===== config.mk =====
export PLATFORM = sky130hd
export DESIGN_NAME = mem_access_unit
export DESIGN_NICKNAME = d
export VERILOG_FILES = /design/src/rtl/mem_access_unit.sv
export SDC_FILE = /design/constraint.sdc
export NUM_CORES = 1
export LEC_CHECK = 0
export ABC_AREA = 1
export CORE_ASPECT_RATIO = 1.5
export CORE_UTILIZATION = 49
export DETAILED_ROUTE_END_ITERATION = 16
export PLACE_DENSITY = 0.82
export REMOVE_ABC_BUFFERS = 1
export SLEW_MARGIN = 40
export SYNTH_ARGS = -nofsm -noshare
export SYNTH_HDL_FRONTEND = slang
export SYNTH_SLANG_ARGS = --single-unit
export TNS_END_PERCENT = 20

===== constraint.sdc =====
create_clock -name clk -period 6.3 [get_ports clk]
set_input_delay 1.26 -clock clk [delete_from_list [all_inputs] [get_ports clk]]
set_output_delay 1.26 -clock clk [all_outputs]
set_load 0.005 [all_outputs]

===== src/rtl/mem_access_unit.sv =====
// mem_access_unit: load/store unit between the MEM stage and a single-outstanding
// req/ack data bus. Stalls the pipeline for the duration of an access, returns
// sign/zero-extended load data, and reports misaligned, illegal-op and timeout errors.
//
// Ports:
//   clk, rst                 clock, async active-high reset
//   mem_rd, mem_wr, mem_op   access request and funct3 from the MEM stage
//   mem_addr, mem_wdata      byte address and right-aligned store data
//   lsu_stall                pipeline hold (combinational)
//   lsu_done, lsu_err        completion / error completion, one cycle
//   lsu_err_cause            01 misaligned, 10 illegal op, 11 bus timeout
//   ld_data                  extended load result, held until the next load
//   bus_req/we/addr/wdata/be data bus request side
//   bus_ack, bus_rdata       data bus completion side
module mem_access_unit #(
    parameter int unsigned TIMEOUT = 255
) (
    input  logic        clk,
    input  logic        rst,
    input  logic        mem_rd,
    input  logic        mem_wr,
    input  logic [2:0]  mem_op,
    input  logic [31:0] mem_addr,
    input  logic [31:0] mem_wdata,
    output logic        lsu_stall,
    output logic        lsu_done,
    output logic [31:0] ld_data,
    output logic        lsu_err,
    output logic [1:0]  lsu_err_cause,
    output logic        bus_req,
    output logic        bus_we,
    output logic [31:0] bus_addr,
    output logic [31:0] bus_wdata,
    output logic [3:0]  bus_be,
    input  logic        bus_ack,
    input  logic [31:0] bus_rdata
);

    localparam int unsigned      CNT_W   = 8;
    localparam logic [CNT_W-1:0] TO_LAST = CNT_W'(TIMEOUT - 1);

    localparam logic [1:0] CAUSE_MISALIGN = 2'b01;
    localparam logic [1:0] CAUSE_ILLEGAL  = 2'b10;
    localparam logic [1:0] CAUSE_TIMEOUT  = 2'b11;

    typedef enum logic [1:0] {
        ST_IDLE = 2'b00,
        ST_WAIT = 2'b01,
        ST_DONE = 2'b10
    } state_t;

    state_t            state_q, state_d;
    logic [CNT_W-1:0]  cnt_q, cnt_d;
    logic [2:0]        op_q, op_d;
    logic [1:0]        off_q, off_d;
    logic              bus_req_q, bus_req_d;
    logic              bus_we_q, bus_we_d;
    logic [31:0]       bus_addr_q, bus_addr_d;
    logic [31:0]       bus_wdata_q, bus_wdata_d;
    logic [3:0]        bus_be_q, bus_be_d;
    logic [31:0]       ld_data_q, ld_data_d;
    logic              err_q, err_d;
    logic [1:0]        cause_q, cause_d;

    // Request decode from the live MEM-stage inputs
    logic        req_c;
    logic        illegal_c;
    logic        misal_c;
    logic [3:0]  be_c;
    logic [31:0] wdata_c;

    assign req_c = mem_rd | mem_wr;

    always_comb begin
        // Stores win when both mem_rd and mem_wr are set.
        if (mem_wr) begin
            illegal_c = mem_op[2] | (mem_op[1:0] == 2'b11);
        end else begin
            illegal_c = (mem_op[1:0] == 2'b11) | (mem_op == 3'b110);
        end
        misal_c = ((mem_op[1:0] == 2'b01) & mem_addr[0]) |
                  ((mem_op[1:0] == 2'b10) & (mem_addr[1:0] != 2'b00));
        case (mem_op[1:0])
            2'b00: begin
                be_c    = 4'b0001 << mem_addr[1:0];
                wdata_c = {4{mem_wdata[7:0]}};
            end
            2'b01: begin
                be_c    = 4'b0011 << {mem_addr[1], 1'b0};
                wdata_c = {2{mem_wdata[15:0]}};
            end
            default: begin
                be_c    = 4'b1111;
                wdata_c = mem_wdata;
            end
        endcase
    end

    // Load lane extraction using the latched op and byte offset
    logic [31:0] rshift_c;
    logic [7:0]  rbyte_c;
    logic [15:0] rhalf_c;
    logic [31:0] ld_ext_c;

    always_comb begin
        rshift_c = bus_rdata >> {off_q, 3'b000};
        rbyte_c  = rshift_c[7:0];
        rhalf_c  = off_q[1] ? bus_rdata[31:16] : bus_rdata[15:0];
        case (op_q)
            3'b000:  ld_ext_c = {{24{rbyte_c[7]}}, rbyte_c};
            3'b001:  ld_ext_c = {{16{rhalf_c[15]}}, rhalf_c};
            3'b100:  ld_ext_c = {24'd0, rbyte_c};
            3'b101:  ld_ext_c = {16'd0, rhalf_c};
            default: ld_ext_c = bus_rdata;
        endcase
    end

    // Next-state and registered-output logic
    always_comb begin
        state_d     = state_q;
        cnt_d       = cnt_q;
        op_d        = op_q;
        off_d       = off_q;
        bus_req_d   = bus_req_q;
        bus_we_d    = bus_we_q;
        bus_addr_d  = bus_addr_q;
        bus_wdata_d = bus_wdata_q;
        bus_be_d    = bus_be_q;
        ld_data_d   = ld_data_q;
        err_d       = err_q;
        cause_d     = cause_q;

        case (state_q)
            ST_IDLE: begin
                if (req_c) begin
                    if (illegal_c || misal_c) begin
                        state_d = ST_DONE;
                        err_d   = 1'b1;
                        cause_d = illegal_c ? CAUSE_ILLEGAL : CAUSE_MISALIGN;
                    end else begin
                        state_d     = ST_WAIT;
                        cnt_d       = '0;
                        op_d        = mem_op;
                        off_d       = mem_addr[1:0];
                        bus_req_d   = 1'b1;
                        bus_we_d    = mem_wr;
                        bus_addr_d  = {mem_addr[31:2], 2'b00};
                        bus_wdata_d = wdata_c;
                        bus_be_d    = be_c;
                    end
                end
            end
            ST_WAIT: begin
                if (bus_ack) begin
                    state_d   = ST_DONE;
                    bus_req_d = 1'b0;
                    if (!bus_we_q) begin
                        ld_data_d = ld_ext_c;
                    end
                end else if (cnt_q == TO_LAST) begin
                    state_d   = ST_DONE;
                    bus_req_d = 1'b0;
                    err_d     = 1'b1;
                    cause_d   = CAUSE_TIMEOUT;
                end else begin
                    cnt_d = cnt_q + CNT_W'(1);
                end
            end
            ST_DONE: begin
                // The request still visible here belongs to the completed instruction.
                state_d = ST_IDLE;
                err_d   = 1'b0;
                cause_d = 2'b00;
            end
            default: begin
                state_d   = ST_IDLE;
                bus_req_d = 1'b0;
            end
        endcase
    end

    always_ff @(posedge clk or posedge rst) begin
        if (rst) begin
            state_q     <= ST_IDLE;
            cnt_q       <= '0;
            op_q        <= '0;
            off_q       <= '0;
            bus_req_q   <= 1'b0;
            bus_we_q    <= 1'b0;
            bus_addr_q  <= '0;
            bus_wdata_q <= '0;
            bus_be_q    <= '0;
            ld_data_q   <= '0;
            err_q       <= 1'b0;
            cause_q     <= '0;
        end else begin
            state_q     <= state_d;
            cnt_q       <= cnt_d;
            op_q        <= op_d;
            off_q       <= off_d;
            bus_req_q   <= bus_req_d;
            bus_we_q    <= bus_we_d;
            bus_addr_q  <= bus_addr_d;
            bus_wdata_q <= bus_wdata_d;
            bus_be_q    <= bus_be_d;
            ld_data_q   <= ld_data_d;
            err_q       <= err_d;
            cause_q     <= cause_d;
        end
    end

    assign lsu_stall     = ((state_q == ST_IDLE) & req_c) | (state_q == ST_WAIT);
    assign lsu_done      = (state_q == ST_DONE);
    assign lsu_err       = err_q;
    assign lsu_err_cause = cause_q;
    assign ld_data       = ld_data_q;
    assign bus_req       = bus_req_q;
    assign bus_we        = bus_we_q;
    assign bus_addr      = bus_addr_q;
    assign bus_wdata     = bus_wdata_q;
    assign bus_be        = bus_be_q;

endmodule

# Yosys cells after proc, flatten, opt, wreduce, memory -nomap -nowiden
# Cells that the tools add are included.
# Widths: inputs -> output; s select.
dict set report classes {
  add_sub_neg 1
  n_eq_ne 17
  reduce_logical 13
  shifts 3
  n_bitwise 11
  mux 31
}
# cell n
set op_table {}
lappend op_table {{$pmux 32 s4} 1}
lappend op_table {{$pmux 32 s2} 1}
lappend op_table {{$mux 8} 4}
lappend op_table {{$shr 32x5->8} 1}
lappend op_table {{$mux 2} 9}
lappend op_table {{$mux 16} 1}
lappend op_table {{$pmux 8 s2} 1}
lappend op_table {{$ne 2x2->1 const B} 6}
lappend op_table {{$reduce_and 5->1} 2}
lappend op_table {{$eq 3x3->1 const B} 3}
lappend op_table {{$mux 1} 9}
lappend op_table {{$add 8x1->8 const B} 1}
lappend op_table {{$eq 8x8->1 const B} 1}
lappend op_table {{$pmux 4 s2} 1}
lappend op_table {{$eq 2x2->1 const B} 3}
lappend op_table {{$pmux 1 s3} 2}
lappend op_table {{$pmux 2 s3} 1}
lappend op_table {{$reduce_and 3->1} 2}
lappend op_table {{$or 1x1->1} 5}
lappend op_table {{$eq 2x1->1 const B} 2}
lappend op_table {{$logic_not 2->1} 2}
lappend op_table {{$pmux 2 s2} 1}
lappend op_table {{$reduce_and 4->1} 1}
lappend op_table {{$reduce_bool 2->1} 2}
lappend op_table {{10 further kinds} 14}
dict set report word_totals {
  regBits 118
  input_bits 104
}

# Logic depth before layout (Yosys ltp)
# Gate-level depths: netlist (run 1).
dict set report logic_depth {
  depth_word 7
  depth_mapped 10
  mapped_depth_nobuf 10
}

# Worst setup path after synthesis (run 1)
# No wires, ideal clock.
dict set report synth_path {
  kind {input -> output}
  start {in mem_wr}
  end {out lsu_stall}
  arrival_time_ps 1988
  path_buffers 2
  setup_slack_ps 3052
  stages 4
  path_cell_list {o21ai_1 -> buf_2 -> clkbuf_1 -> nand2_1}
}
dict set report synth_between {
  elab_chain_cells 3
}
# element line
set synth_lines {}
lappend synth_lines {{start: declaration} 21} ;# input logic mem_wr,
lappend synth_lines {{$or 1x1->1} 72} ;# assign req_c = mem_rd | mem_wr;
lappend synth_lines {{$and 1x1->1} 212} ;# assign lsu_stall = ((state_q == ST_IDLE) & req_c) | (state_q == ST_WAIT);
lappend synth_lines {{$or 1x1->1} 212}
lappend synth_lines {{end: declaration} 25} ;# output logic lsu_stall,
# No other way between the ends.

# Worst setup path after layout (run 1)
# Same ends and word-level chain as after synthesis.

==> out/summary.log, run 1 <==
INFO  place          detailed_place_hpwl=12000um
INFO  floorplanning  full_die_area=0.0129mm2
INFO  setup_path     critPathRequiredTime=5.04ns
INFO  yosys          synth_top_family_by_area=simple AND/OR/NAND/NOR gates
INFO  clocking       h-tree-depth=4
INFO  layout         post_route_cells_drive_above_1_share=6.13%
INFO  timing         final_critical_path_setup_slack=2.06ns
INFO  drt            routed-wl-met2=8690um
INFO  floorplanning  core=0.0121mm2
INFO  clocking       clk_pin_slew=0.05ns
INFO  global_route   grt_antenna_before_repair=0
INFO  setup_path     worst_reg_to_reg_cells=8
INFO  yosys          post_synthesis_compound_gate_area_fraction=15.1%
INFO  clocking       cts-root-buf=sky130_fd_sc_hd__clkbuf_16
INFO  drt            drt_first_pass_iters=5
INFO  floorplanning  die_width=93.1um
INFO  place          placement.io_buffers=208
INFO  yosys          synth-xor-area-share=0.718%
INFO  pwr            pwr_density_cell=458mW/mm2
INFO  setup_path     crit_path_kind=primary input to output pin
INFO  timing         fmax=236MHz
INFO  clocking       ctsLongestPathBuffers=2
INFO  clocking       cts_tree=done
INFO  pwr            power.total=4.07mW
INFO  layout         most-common-layout-cells=267 x sky130_fd_sc_hd__nand2_1, 208 x sky130_fd_sc_hd__clkdlybuf4s50_1, 118 x sky130_fd_sc_hd__dfrtp_1, 109 x sky130_fd_sc_hd__o21ai_0, 68 x sky130_fd_sc_hd__nor2_1
INFO  floorplanning  io_pins=211
INFO  min_path       hp-class=flop to flop
INFO  drt            drt-vias-per-instance=5.15
INFO  run            max_cap_violations=0
INFO  timing         slew_headroom=49.1%
INFO  yosys          synth_largest_type_area_fraction=48.4%
INFO  timing         timing_worst_slew_pin_value=0.763ns
INFO  timing         finalSetupViolCount=0
INFO  global_route   grt_max_degree=62
INFO  yosys          synth-seq-cells=118
INFO  timing         finalClockSkew=0.00808ns
INFO  layout         flow.area_growth_from_synthesis=45.8%
INFO  timing         hold_viol=0
INFO  place          dp_worst_setup_slack=2.05ns
INFO  clocking       tritoncts_num_sinks=118
INFO  timing         finalCriticalPeriod=4.24ns
INFO  setup_path     cp.arrival=2.98ns
INFO  timing         timing.setup.tns=0ns
INFO  yosys          ys_seq_area_share=48.4%
INFO  yosys          synthesis.area=0.00610mm2
INFO  setup_path     cp-start-kind=primary input
INFO  yosys          syn-mean-instance-area=7.58um2
INFO  setup_path     crit_path_capture_type=output pin
INFO  clocking       post_cts_resized=0
INFO  drt            total_wirelength_of_the_detailed_routed_design=17000um
INFO  yosys          synthDistinctLibCells=33
INFO  drt            avgRoutedWirePerCell=14.6um
INFO  yosys          yosys-mux-area-fraction=0.164%
INFO  layout         layout_commonest_cell=sky130_fd_sc_hd__nand2_1
INFO  global_route   global_route.overflow_total=0
INFO  drt            total_number_of_vias=5998
INFO  place          finalWeightedCongestion=0.855
INFO  yosys          yosys.area.top_type=sky130_fd_sc_hd__dfrtp_1
INFO  clocking       count_of_hold_fix_buffers_inserted_at_cts=0
INFO  floorplanning  initial_core_util=50.5%
INFO  clocking       post-cts-setup-buffer-count=0
INFO  pwr            ir_drop_worst_case_vdd=305uV
INFO  yosys          ys_warn_count=0
INFO  clocking       clkLatencyLatePin=0.41ns
INFO  global_route   grtUsageTotal=27.4%
INFO  global_route   first_global_vias=6007
INFO  clocking       numCtsBuffers=17
INFO  drt            top_layer=met4
INFO  yosys          post_synth_inst_count=805
INFO  layout         layout.nets=1109
INFO  drt            routed-wl-met3=1170um
INFO  place          dp.cells=1133
INFO  yosys          yosys.area_share.adder=1.23%
INFO  drt            drt-met1-wl=6450um
INFO  timing         grt_setup_unrepaired=false
INFO  drt            remaining_drc_errors=0
INFO  timing         slew_viol_final=0
INFO  layout         antenna-diode-count=0
INFO  outcome        outcome=finished clean
INFO  yosys          synthTopCellsByArea=sky130_fd_sc_hd__dfrtp_1 48%, sky130_fd_sc_hd__nand2_1 16%, sky130_fd_sc_hd__o21ai_0 8.9%
INFO  floorplanning  die_height=139um
INFO  global_route   grt_first_pass_wirelength=27800um
INFO  layout         final_cells=1165
INFO  yosys          synthSimpleGateAreaFrac=26.0%
INFO  min_path       min_path_cells=2
INFO  drt            drt-initial-drc-count=200
INFO  drt            detail-route-antenna-nets=0
INFO  timing         final_period_utilization=67.3%
INFO  pwr            power_leakage=4.18nW
INFO  floorplanning  core.rowCount=49
INFO  setup_path     critPathMaxFanout=58
## critical path: stages
cell                              delay (ns)
sky130_fd_sc_hd__clkdlybuf4s50_1        0.50
sky130_fd_sc_hd__o21ai_4                0.17
sky130_fd_sc_hd__buf_4                  0.44
sky130_fd_sc_hd__nand2_1                0.12
sky130_fd_sc_hd__clkdlybuf4s50_1        0.47
## per-stage QoR
step                      hold slack [ns]  util (%)  cell area, um2
after global routing                0.503      73.7            8900
after detailed placement            0.467      68.4            8260
after CTS                           0.482      73.6            8890
after floorplan                     0.449         -            5870
after global placement              0.464      67.9            8200
final                               0.477      73.7            8900
## metal layers
metal	track usage (%)	up-vias
met2	46.7	242
met4	14.6	0
met1	30.8	2771
met3	7.13	52
li1	-	2933
met5	0	-
## state kept, by name, summed over array words and instances (netlist names)
| register | count |
|---|---|
| ld_data | 32 |
| bus_req | 1 |
| cnt_q | 8 |
| op_q | 3 |
| off_q | 2 |
| bus_we | 1 |
| bus_be | 4 |
| lsu_err_cause | 2 |
| bus_addr | 30 |
| lsu_err | 1 |
| bus_wdata | 32 |
| state_q | 2 |
## area by class of cell
| type | count | area, um2 |
|---|---|---|
| clock buffers | 18 | 439 |
| clock inverters | 14 | 199 |
| multi-input cells | 575 | 2670 |
| repair buffers | 216 | 2180 |
| inverters | 71 | 272 |
| well taps | 153 | 191 |
| fillers | 956 | 3180 |
| flip-flops and latches | 118 | 2950 |
## power by group
| group | leakage [nW] | switching, mW | internal [mW] | total, mW |
|---|---|---|---|---|
| Sequential | 1.46 | 0.232 | 1.10 | 1.33 |
| Combinational | 2.43 | 0.789 | 0.910 | 1.70 |
| Clock | 0.300 | 0.362 | 0.676 | 1.04 |
| Total | 4.18 | 1.38 | 2.69 | 4.07 |
## Yosys cell counts
master,number
sky130_fd_sc_hd__ha_1,6
sky130_fd_sc_hd__buf_6,6
sky130_fd_sc_hd__or2_1,1
sky130_fd_sc_hd__a211oi_1,2
sky130_fd_sc_hd__o21ai_1,16
sky130_fd_sc_hd__nand3b_1,1
sky130_fd_sc_hd__clkbuf_1,14
sky130_fd_sc_hd__buf_2,15
sky130_fd_sc_hd__a21oi_1,11
sky130_fd_sc_hd__o21a_1,11
sky130_fd_sc_hd__buf_4,4
sky130_fd_sc_hd__inv_2,3
sky130_fd_sc_hd__o211ai_1,1
sky130_fd_sc_hd__clkinv_1,1
sky130_fd_sc_hd__nand2_4,1
sky130_fd_sc_hd__nor2_4,2
sky130_fd_sc_hd__xnor2_1,1
sky130_fd_sc_hd__xor2_1,4
sky130_fd_sc_hd__buf_1,2
sky130_fd_sc_hd__o21ai_2,1
sky130_fd_sc_hd__mux2i_1,1
sky130_fd_sc_hd__clkbuf_2,1
sky130_fd_sc_hd__nand4_1,4
sky130_fd_sc_hd__dfrtp_1,118
sky130_fd_sc_hd__o21bai_1,17
sky130_fd_sc_hd__nor2_1,69
sky130_fd_sc_hd__conb_1,1
sky130_fd_sc_hd__nand2_2,5
sky130_fd_sc_hd__inv_1,67
sky130_fd_sc_hd__nand3_1,36
sky130_fd_sc_hd__or2_2,7
sky130_fd_sc_hd__nand2_1,267
sky130_fd_sc_hd__o21ai_0,109
## final timing paths
| check | start | slack (ns) | end |
|---|---|---|---|
| max in group asynchronous | rst | 3.84 | bus_addr[13] |
| hold / removal | cnt_q[7] | 0.48 | cnt_q[7] |
| min in group asynchronous | rst | 1.31 | ld_data[9] |
| setup reg to reg | state_q[0] | 3.77 | bus_wdata[3] |
| setup / recovery | mem_wr | 2.06 | lsu_stall |
| hold reg to reg | cnt_q[7] | 0.48 | cnt_q[7] |
## logic make-up (layout without fill, tap and decap cells)
logic type	after synthesis	after routing
XOR/XNOR	5	5
adder cells (fa/ha/maj)	6	6
buffers and inverters	113	319
AND/OR/NAND/NOR	393	393
multiplexers	1	1
other	1	2
AO/OA/AOI/OAI	168	168
flip-flops	118	118
Note: power is estimated with default switching activity, not from simulation.
==> inputs of run 2 (changes only) <==
CORE_UTILIZATION = 46   (was 49)
PLACE_DENSITY = 0.77   (was 0.82)
clock period = 4.1 ns   (was 6.3 ns; I/O delays follow)
==> run 2 against run 1 <==
Worst hold slack gained 0.0022 ns. Die area is 6.4% higher. Setup slack got worse by 0.94 ns. Critical endpoint unchanged. Largest cell class unchanged. Largest power group unchanged. Highest routed layer unchanged.
==> out/summary.log, run 2 (synthesis gave the netlist of run 1 again) <==
INFO  min_path       hp-class=flop to flop
INFO  setup_path     critPathRequiredTime=3.28ns [-1.76 ns]
INFO  pwr            ir_drop_worst_case_vdd=345uV [+13%]
INFO  setup_path     reg2reg_capture_point=ld_data[20]
INFO  global_route   grt_max_degree=59 [-4.8%]
INFO  clocking       ctsLongestPathBuffers=2 [unchanged]
INFO  place          dp_worst_setup_slack=0.965ns [-1.09 ns]
INFO  pwr            netSwitchingFraction=33.3% [-0.69 points]
INFO  floorplanning  core.rowCount=51 [+4.1%]
INFO  global_route   grtUsageTotal=26.7% [-0.63 points]
INFO  pwr            power.internal=4.15mW [+54%]
INFO  place          detailed_place_hpwl=11900um [-0.48%]
INFO  timing         finalCriticalPeriod=2.98ns
INFO  floorplanning  core=0.0130mm2 [+7.3%]
INFO  pwr            pwr_density_cell=700mW/mm2 [+53%]
INFO  pwr            comb_pwr_share=42.0% [+0.3 points]
INFO  drt            remaining_drc_errors=0 [unchanged]
INFO  clocking       post-cts-setup-buffer-count=0 [unchanged]
INFO  min_path       min_path_cells=2 [unchanged]
INFO  layout         post_route_cells_drive_above_1_share=5.84% [-0.29 points]
INFO  clocking       clk_pin_slew=0.05ns [about the same]
INFO  place          placement.io_buffers=208 [unchanged]
INFO  timing         final_critical_path_setup_slack=1.12ns [-0.940 ns]
INFO  setup_path     path_buf_inv=2 [-1]
INFO  setup_path     cp-start-kind=primary input
INFO  timing         finalSetupViolCount=0 [unchanged]
INFO  layout         most-common-layout-cells=267 x sky130_fd_sc_hd__nand2_1, 208 x sky130_fd_sc_hd__clkdlybuf4s50_1, 118 x sky130_fd_sc_hd__dfrtp_1, 109 x sky130_fd_sc_hd__o21ai_0, 68 x sky130_fd_sc_hd__nor2_1
INFO  drt            total_wirelength_of_the_detailed_routed_design=17100um [+0.46%]
INFO  layout         layout_commonest_cell=sky130_fd_sc_hd__nand2_1
INFO  min_path       hold_start=bus_addr[14]
INFO  place          finalWeightedCongestion=0.886 [+3.6%]
INFO  setup_path     worst_reg_to_reg_cells=7 [-1]
INFO  global_route   global_route.overflow_total=0 [unchanged]
INFO  layout         finalCoreUtilization=68.6% [-5.1 points]
INFO  clocking       numCtsBuffers=17 [unchanged]
INFO  layout         layout.nets=1110 [+0.090%]
INFO  timing         timing_worst_slew_pin_value=0.791ns [+0.0286 ns]
INFO  min_path       worst_hold_path.endpoint=bus_addr[14]
INFO  timing         timing.setup.tns=0ns [unchanged]
INFO  drt            avgRoutedWirePerCell=14.6um [about the same]
INFO  floorplanning  full_die_area=0.0137mm2 [+6.4%]
INFO  setup_path     cpLargestDelayFamily=buffers and inverters
INFO  global_route   first_global_vias=5921 [-1.4%]
INFO  clocking       cts_tree=done
INFO  setup_path     critical-path-max-stage-delay=0.53ns [+0.03 ns]
INFO  pwr            power.total=6.22mW [+53%]
INFO  setup_path     worstPathCellList=clkdlybuf4s50_1, o21ai_4, nand2_1, clkdlybuf4s50_1
INFO  floorplanning  die_height=143um [+3.2%]
INFO  timing         finalClockSkew=0.00906ns [+0.000982 ns]
INFO  pwr            power_frac_seq=32.9% [about the same]
INFO  layout         antenna-diode-count=0 [unchanged]
INFO  clocking       count_of_hold_fix_buffers_inserted_at_cts=0 [unchanged]
INFO  drt            total_number_of_vias=5906 [-1.5%]
INFO  setup_path     critPathMaxFanout=4 [-93%]
INFO  run            max_cap_violations=0 [unchanged]
INFO  outcome        outcome=finished clean
INFO  timing         slew_viol_final=0 [unchanged]
INFO  setup_path     crit_path_kind=primary input to output pin
INFO  global_route   grt_first_pass_wirelength=28300um [+1.8%]
INFO  setup_path     crit_path_capture_type=output pin
INFO  clocking       h-tree-depth=4 [unchanged]
INFO  setup_path     critical_path.most_common_cell=sky130_fd_sc_hd__clkdlybuf4s50_1
INFO  timing         fmax=335MHz
INFO  clocking       clkLatencyLatePin=0.40ns [about the same]
INFO  floorplanning  io_pins=211 [unchanged]
INFO  setup_path     reg2reg_slack=1.79ns [-1.98 ns]
INFO  floorplanning  die_width=96.0um [+3.1%]
INFO  timing         slew_headroom=47.2% [-1.9 points]
INFO  clocking       tritoncts_num_sinks=118 [unchanged]
INFO  floorplanning  initial_core_util=47.1% [-3.4 points]
INFO  timing         final_period_utilization=72.7%
INFO  clocking       post_cts_resized=0 [unchanged]
INFO  setup_path     cp.arrival=2.16ns [-0.82 ns]
INFO  clocking       cts-root-buf=sky130_fd_sc_hd__clkbuf_16
INFO  layout         fillerInstances=1078 [+13%]
INFO  pwr            share_clk_of_total_power=25.1% [-0.4 points]
INFO  layout         flow.area_growth_from_synthesis=45.6%
INFO  setup_path     critical_path.slowest_cell=sky130_fd_sc_hd__clkdlybuf4s50_1
INFO  drt            drt-vias-per-instance=5.05 [-2.0%]
INFO  drt            drt_first_pass_iters=4 [-1]
INFO  pwr            switching_power=2.07mW [+50%]
INFO  pwr            power_leakage=4.18nW [about the same]
INFO  timing         hold_viol=0 [unchanged]
INFO  global_route   grt_antenna_before_repair=0 [unchanged]
INFO  setup_path     r2r-start=op_q[1]
INFO  timing         grt_setup_unrepaired=false
INFO  drt            detail-route-antenna-nets=0 [unchanged]
INFO  drt            drt-initial-drc-count=262 [+31%]
-- run 2: cell count changes in the layout (fill, tap and decap cells not counted) --
cell and change:
sky130_fd_sc_hd__clkbuf_8 +2, sky130_fd_sc_hd__clkinv_4 -2, sky130_fd_sc_hd__buf_16 -1, sky130_fd_sc_hd__clkinvlp_4 -1
sky130_fd_sc_hd__clkbuf_1 +2, sky130_fd_sc_hd__buf_8 -2, sky130_fd_sc_hd__buf_12 +2, sky130_fd_sc_hd__inv_6 -4
sky130_fd_sc_hd__buf_4 +2, sky130_fd_sc_hd__inv_4 +1
-- run 2: tightest hold or removal path, cell delays in order, from the launching register on --
cell and delay (ns):
sky130_fd_sc_hd__dfrtp_1 0.34, sky130_fd_sc_hd__o21ai_1 0.06, sky130_fd_sc_hd__nand2_1 0.05
-- run 2: area by class of cell --
class                   instances  area [um2]  share of cell area [%]
clock inverters                 8         148                    1.66
flip-flops and latches        118        2950                    33.2
clock buffers                  22         474                    5.34
well taps                     159         199                    2.24
multi-input cells             575        2670                    30.0
repair buffers                217        2170                    24.5
inverters                      71         269                    3.03
-- run 2: power groups by stage --
stage,clock network (mW),registers [mW],logic (mW)
5_1_grt,1.64,2.11,2.92
3_3_place_gp,0,2.04,2.57
3_5_place_dp,0,2.05,2.61
2_1_floorplan,0,2.04,1.08
6_report,1.56,2.04,2.61
4_1_cts,1.59,2.04,2.64
-- run 2: worst max-delay path by stage --
stage                          from           end  slack [ns]  depth (start not counted)
after floorplan                 rst  bus_addr[10]        0.15                          1
after global placement    mem_op[0]       op_q[1]        1.02                          8
after detailed placement  mem_op[0]       op_q[1]        0.96                          8
after CTS                    mem_wr     lsu_stall        1.11                          4
after global routing         mem_wr     lsu_stall        1.03                          4
final                        mem_wr     lsu_stall        1.12                          4
-- run 2: metrics by stage --
step                hold slack (ns)  cells  instance area, um2
floorplan                     0.449    764                5870
global placement              0.464   1140                8260
detailed placement            0.469   1140                8260
CTS                           0.481   1170                8880
global route                  0.502   1170                8880
finish                        0.479   1170                8880
-- run 2: routing by layer --
layer	part of all wire [%]	routed length (um)	track usage, %
met2	51	8690	44.6
met1	38	6580	31.1
met5	0	0	0
met3	8.3	1410	9.37
met4	2.5	425	10.2
==> inputs of run 3 (changes only) <==
CORE_UTILIZATION = 41   (was 46)
PLACE_DENSITY = 0.72   (was 0.77)
clock period = 2.6 ns   (was 4.1 ns; I/O delays follow)
==> run 3 against run 2 <==
Critical path depth grew 1. Register-to-register slack got worse by 1.2 ns. Global-route usage fell by 3.3 points. Final cell count increased by 3.6%. Routed wire length grew 0.45%. Non-clock buffer count rose by 3. Critical endpoint unchanged.
==> out/summary.log, run 3 (synthesis gave the netlist of run 1 again) <==
INFO  timing         finalSetupViolCount=0 [unchanged]
INFO  floorplanning  full_die_area=0.0154mm2 [+12%]
INFO  timing         final_critical_path_setup_slack=0.158ns [-0.960 ns]
INFO  setup_path     crit_path_kind=flop to output pin
INFO  timing         grt_setup_unrepaired=false
INFO  clocking       clk_pin_slew=0.06ns [about the same]
INFO  global_route   global_route.overflow_total=0 [unchanged]
INFO  global_route   grt_first_pass_wirelength=27900um [-1.5%]
INFO  layout         post_route_cells_drive_above_1_share=6.50% [+0.66 points]
INFO  layout         layout_commonest_cell=sky130_fd_sc_hd__nand2_1
INFO  clocking       numCtsBuffers=17 [unchanged]
INFO  outcome        outcome=finished clean
INFO  pwr            power_leakage=4.20nW [+0.45%]
INFO  global_route   grt_antenna_before_repair=0 [unchanged]
INFO  clocking       cts-root-buf=sky130_fd_sc_hd__clkbuf_16
INFO  clocking       tritoncts_num_sinks=118 [unchanged]
INFO  setup_path     reg2reg_slack=0.58ns [-1.21 ns]
INFO  timing         finalCriticalPeriod=2.44ns
INFO  timing         hold_viol=0 [unchanged]
INFO  place          dp_worst_setup_slack=0.138ns [-0.826 ns]
INFO  layout         finalCoreUtilization=61.7% [-6.9 points]
INFO  setup_path     crit_path_capture_type=output pin
INFO  drt            total_number_of_vias=5945 [+0.66%]
INFO  clocking       count_of_hold_fix_buffers_inserted_at_cts=0 [unchanged]
INFO  layout         stdcell_area=0.00897mm2 [+0.93%]
INFO  place          finalWeightedCongestion=0.826 [-6.8%]
INFO  layout         final_cells=1212 [+3.6%]
INFO  floorplanning  initial_core_util=42.0% [-5.1 points]
INFO  run            max_cap_violations=0 [unchanged]
INFO  layout         most-common-layout-cells=267 x sky130_fd_sc_hd__nand2_1, 208 x sky130_fd_sc_hd__clkdlybuf4s50_1, 118 x sky130_fd_sc_hd__dfrtp_1, 109 x sky130_fd_sc_hd__o21ai_0, 68 x sky130_fd_sc_hd__nor2_1
INFO  clocking       post_cts_resized=0 [unchanged]
INFO  pwr            ir_drop_worst_case_vdd=573uV [+66%]
INFO  global_route   grt_max_degree=82 [+39%]
INFO  layout         antenna-diode-count=0 [unchanged]
INFO  clocking       post-cts-setup-buffer-count=0 [unchanged]
INFO  drt            drt-vias-per-instance=4.91 [-2.8%]
INFO  floorplanning  core.rowCount=54 [+5.9%]
INFO  setup_path     cp.arrival=1.92ns [-0.24 ns]
INFO  setup_path     worst_reg_to_reg_cells=8 [+1]
INFO  place          dpl_cell_area=0.00834mm2 [+0.98%]
INFO  timing         fmax=409MHz
INFO  floorplanning  die_width=102um [+5.8%]
INFO  min_path       min_path_cells=2 [unchanged]
INFO  drt            total_wirelength_of_the_detailed_routed_design=17200um [+0.45%]
INFO  pwr            pwr_density_cell=1090mW/mm2 [+56%]
INFO  setup_path     critPathRequiredTime=2.08ns [-1.20 ns]
INFO  drt            drt-initial-drc-count=247 [-5.7%]
INFO  setup_path     r2r-start=state_q[1]
INFO  global_route   first_global_vias=5725 [-3.3%]
INFO  setup_path     cp-start-kind=flop
INFO  timing         slew_viol_final=0 [unchanged]
INFO  clocking       h-tree-depth=4 [unchanged]
INFO  place          placement.io_buffers=208 [unchanged]
INFO  floorplanning  io_pins=211 [unchanged]
INFO  timing         finalClockSkew=0.00896ns [-0.0000970 ns]
INFO  clocking       clkLatencyLatePin=0.41ns [about the same]
INFO  global_route   grtUsageTotal=23.4% [-3.3 points]
INFO  setup_path     critPathMaxFanout=6 [+2]
INFO  place          dp.cells=1180 [+3.5%]
INFO  min_path       hp-class=flop to flop
INFO  drt            detail-route-antenna-nets=0 [unchanged]
INFO  place          detailed_place_hpwl=11800um [-1.3%]
INFO  min_path       worst_hold_path.endpoint=ld_data[8]
INFO  layout         fillerInstances=1300 [+21%]
INFO  floorplanning  die_height=151um [+5.8%]
INFO  clocking       ctsLongestPathBuffers=2 [unchanged]
INFO  drt            remaining_drc_errors=0 [unchanged]
INFO  timing         timing_worst_slew_pin_value=0.640ns [-0.152 ns]
INFO  drt            avgRoutedWirePerCell=14.2um [-3.0%]
INFO  timing         final_period_utilization=93.9%
INFO  drt            drt_first_pass_iters=4 [unchanged]
INFO  layout         layout.nets=1113 [+0.27%]
INFO  floorplanning  core=0.0145mm2 [+12%]
INFO  timing         slew_headroom=57.4% [+10 points]
INFO  min_path       hold_start=ld_data[8]
INFO  setup_path     reg2reg_capture_point=ld_data[15]
INFO  layout         flow.area_growth_from_synthesis=47.0%
INFO  clocking       cts_tree=done
INFO  pwr            power.total=9.80mW [+58%]
run 3: cell types whose count changed in the layout (fill, tap and decap cells not counted):
cell and change:
sky130_fd_sc_hd__buf_12 +1, sky130_fd_sc_hd__clkbuf_8 -1, sky130_fd_sc_hd__bufinv_16 -1, sky130_fd_sc_hd__clkbuf_1 -2, sky130_fd_sc_hd__inv_6 +3, sky130_fd_sc_hd__buf_4 +2
sky130_fd_sc_hd__clkinv_4 +3
run 3: report_power, final:
group	total, mW	switching, mW	internal, mW
clock network	2.45	0.885	1.57
logic	4.13	1.91	2.22
registers	3.22	0.546	2.67
total	9.80	3.34	6.46
run 3: final cells by class:
| cell class | count | area [um2] | share of cell area (%) |
|---|---|---|---|
| multi-input combinational | 575 | 2670 | 29.7 |
| tap | 196 | 245 | 2.74 |
| clock inverter | 13 | 170 | 1.90 |
| inverter | 71 | 269 | 3.00 |
| sequential | 118 | 2950 | 32.9 |
| clock buffer | 19 | 453 | 5.05 |
| timing repair buffer | 220 | 2210 | 24.6 |
run 3: through the flow:
step           hold WS (ns)  setup TNS, ns
3_3_place_gp          0.463              0
2_1_floorplan         0.449        -186.09
4_1_cts               0.481              0
3_5_place_dp          0.465              0
5_1_grt               0.505              0
6_report              0.477              0
run 3: how the worst max path moves through the flow:
| stage | cells past startpoint | end | from |
|---|---|---|---|
| after floorplan | 1 | bus_addr[10] | rst |
| after global placement | 8 | bus_be[1] | mem_op[0] |
| after detailed placement | 9 | bus_be[0] | mem_op[1] |
| after CTS | 5 | lsu_stall | state_q[1] |
| after global routing | 5 | lsu_stall | state_q[1] |
| final | 5 | lsu_stall | state_q[0] |
run 3: routing by layer:
| metal | GRT usage (%) | share of wire, % |
|---|---|---|
| met5 | 0 | 0 |
| met4 | 9.71 | 2.5 |
| met3 | 5.63 | 5.8 |
| met2 | 39.8 | 51 |
| met1 | 28.1 | 40 |
run 3: worst max-delay path, stage by stage, from the launching register on:
cell and delay (ns):
sky130_fd_sc_hd__dfrtp_1 0.41, sky130_fd_sc_hd__inv_1 0.10, sky130_fd_sc_hd__ha_1 0.32, sky130_fd_sc_hd__o21ai_4 0.10, sky130_fd_sc_hd__nand2_1 0.09, sky130_fd_sc_hd__clkdlybuf4s50_1 0.50
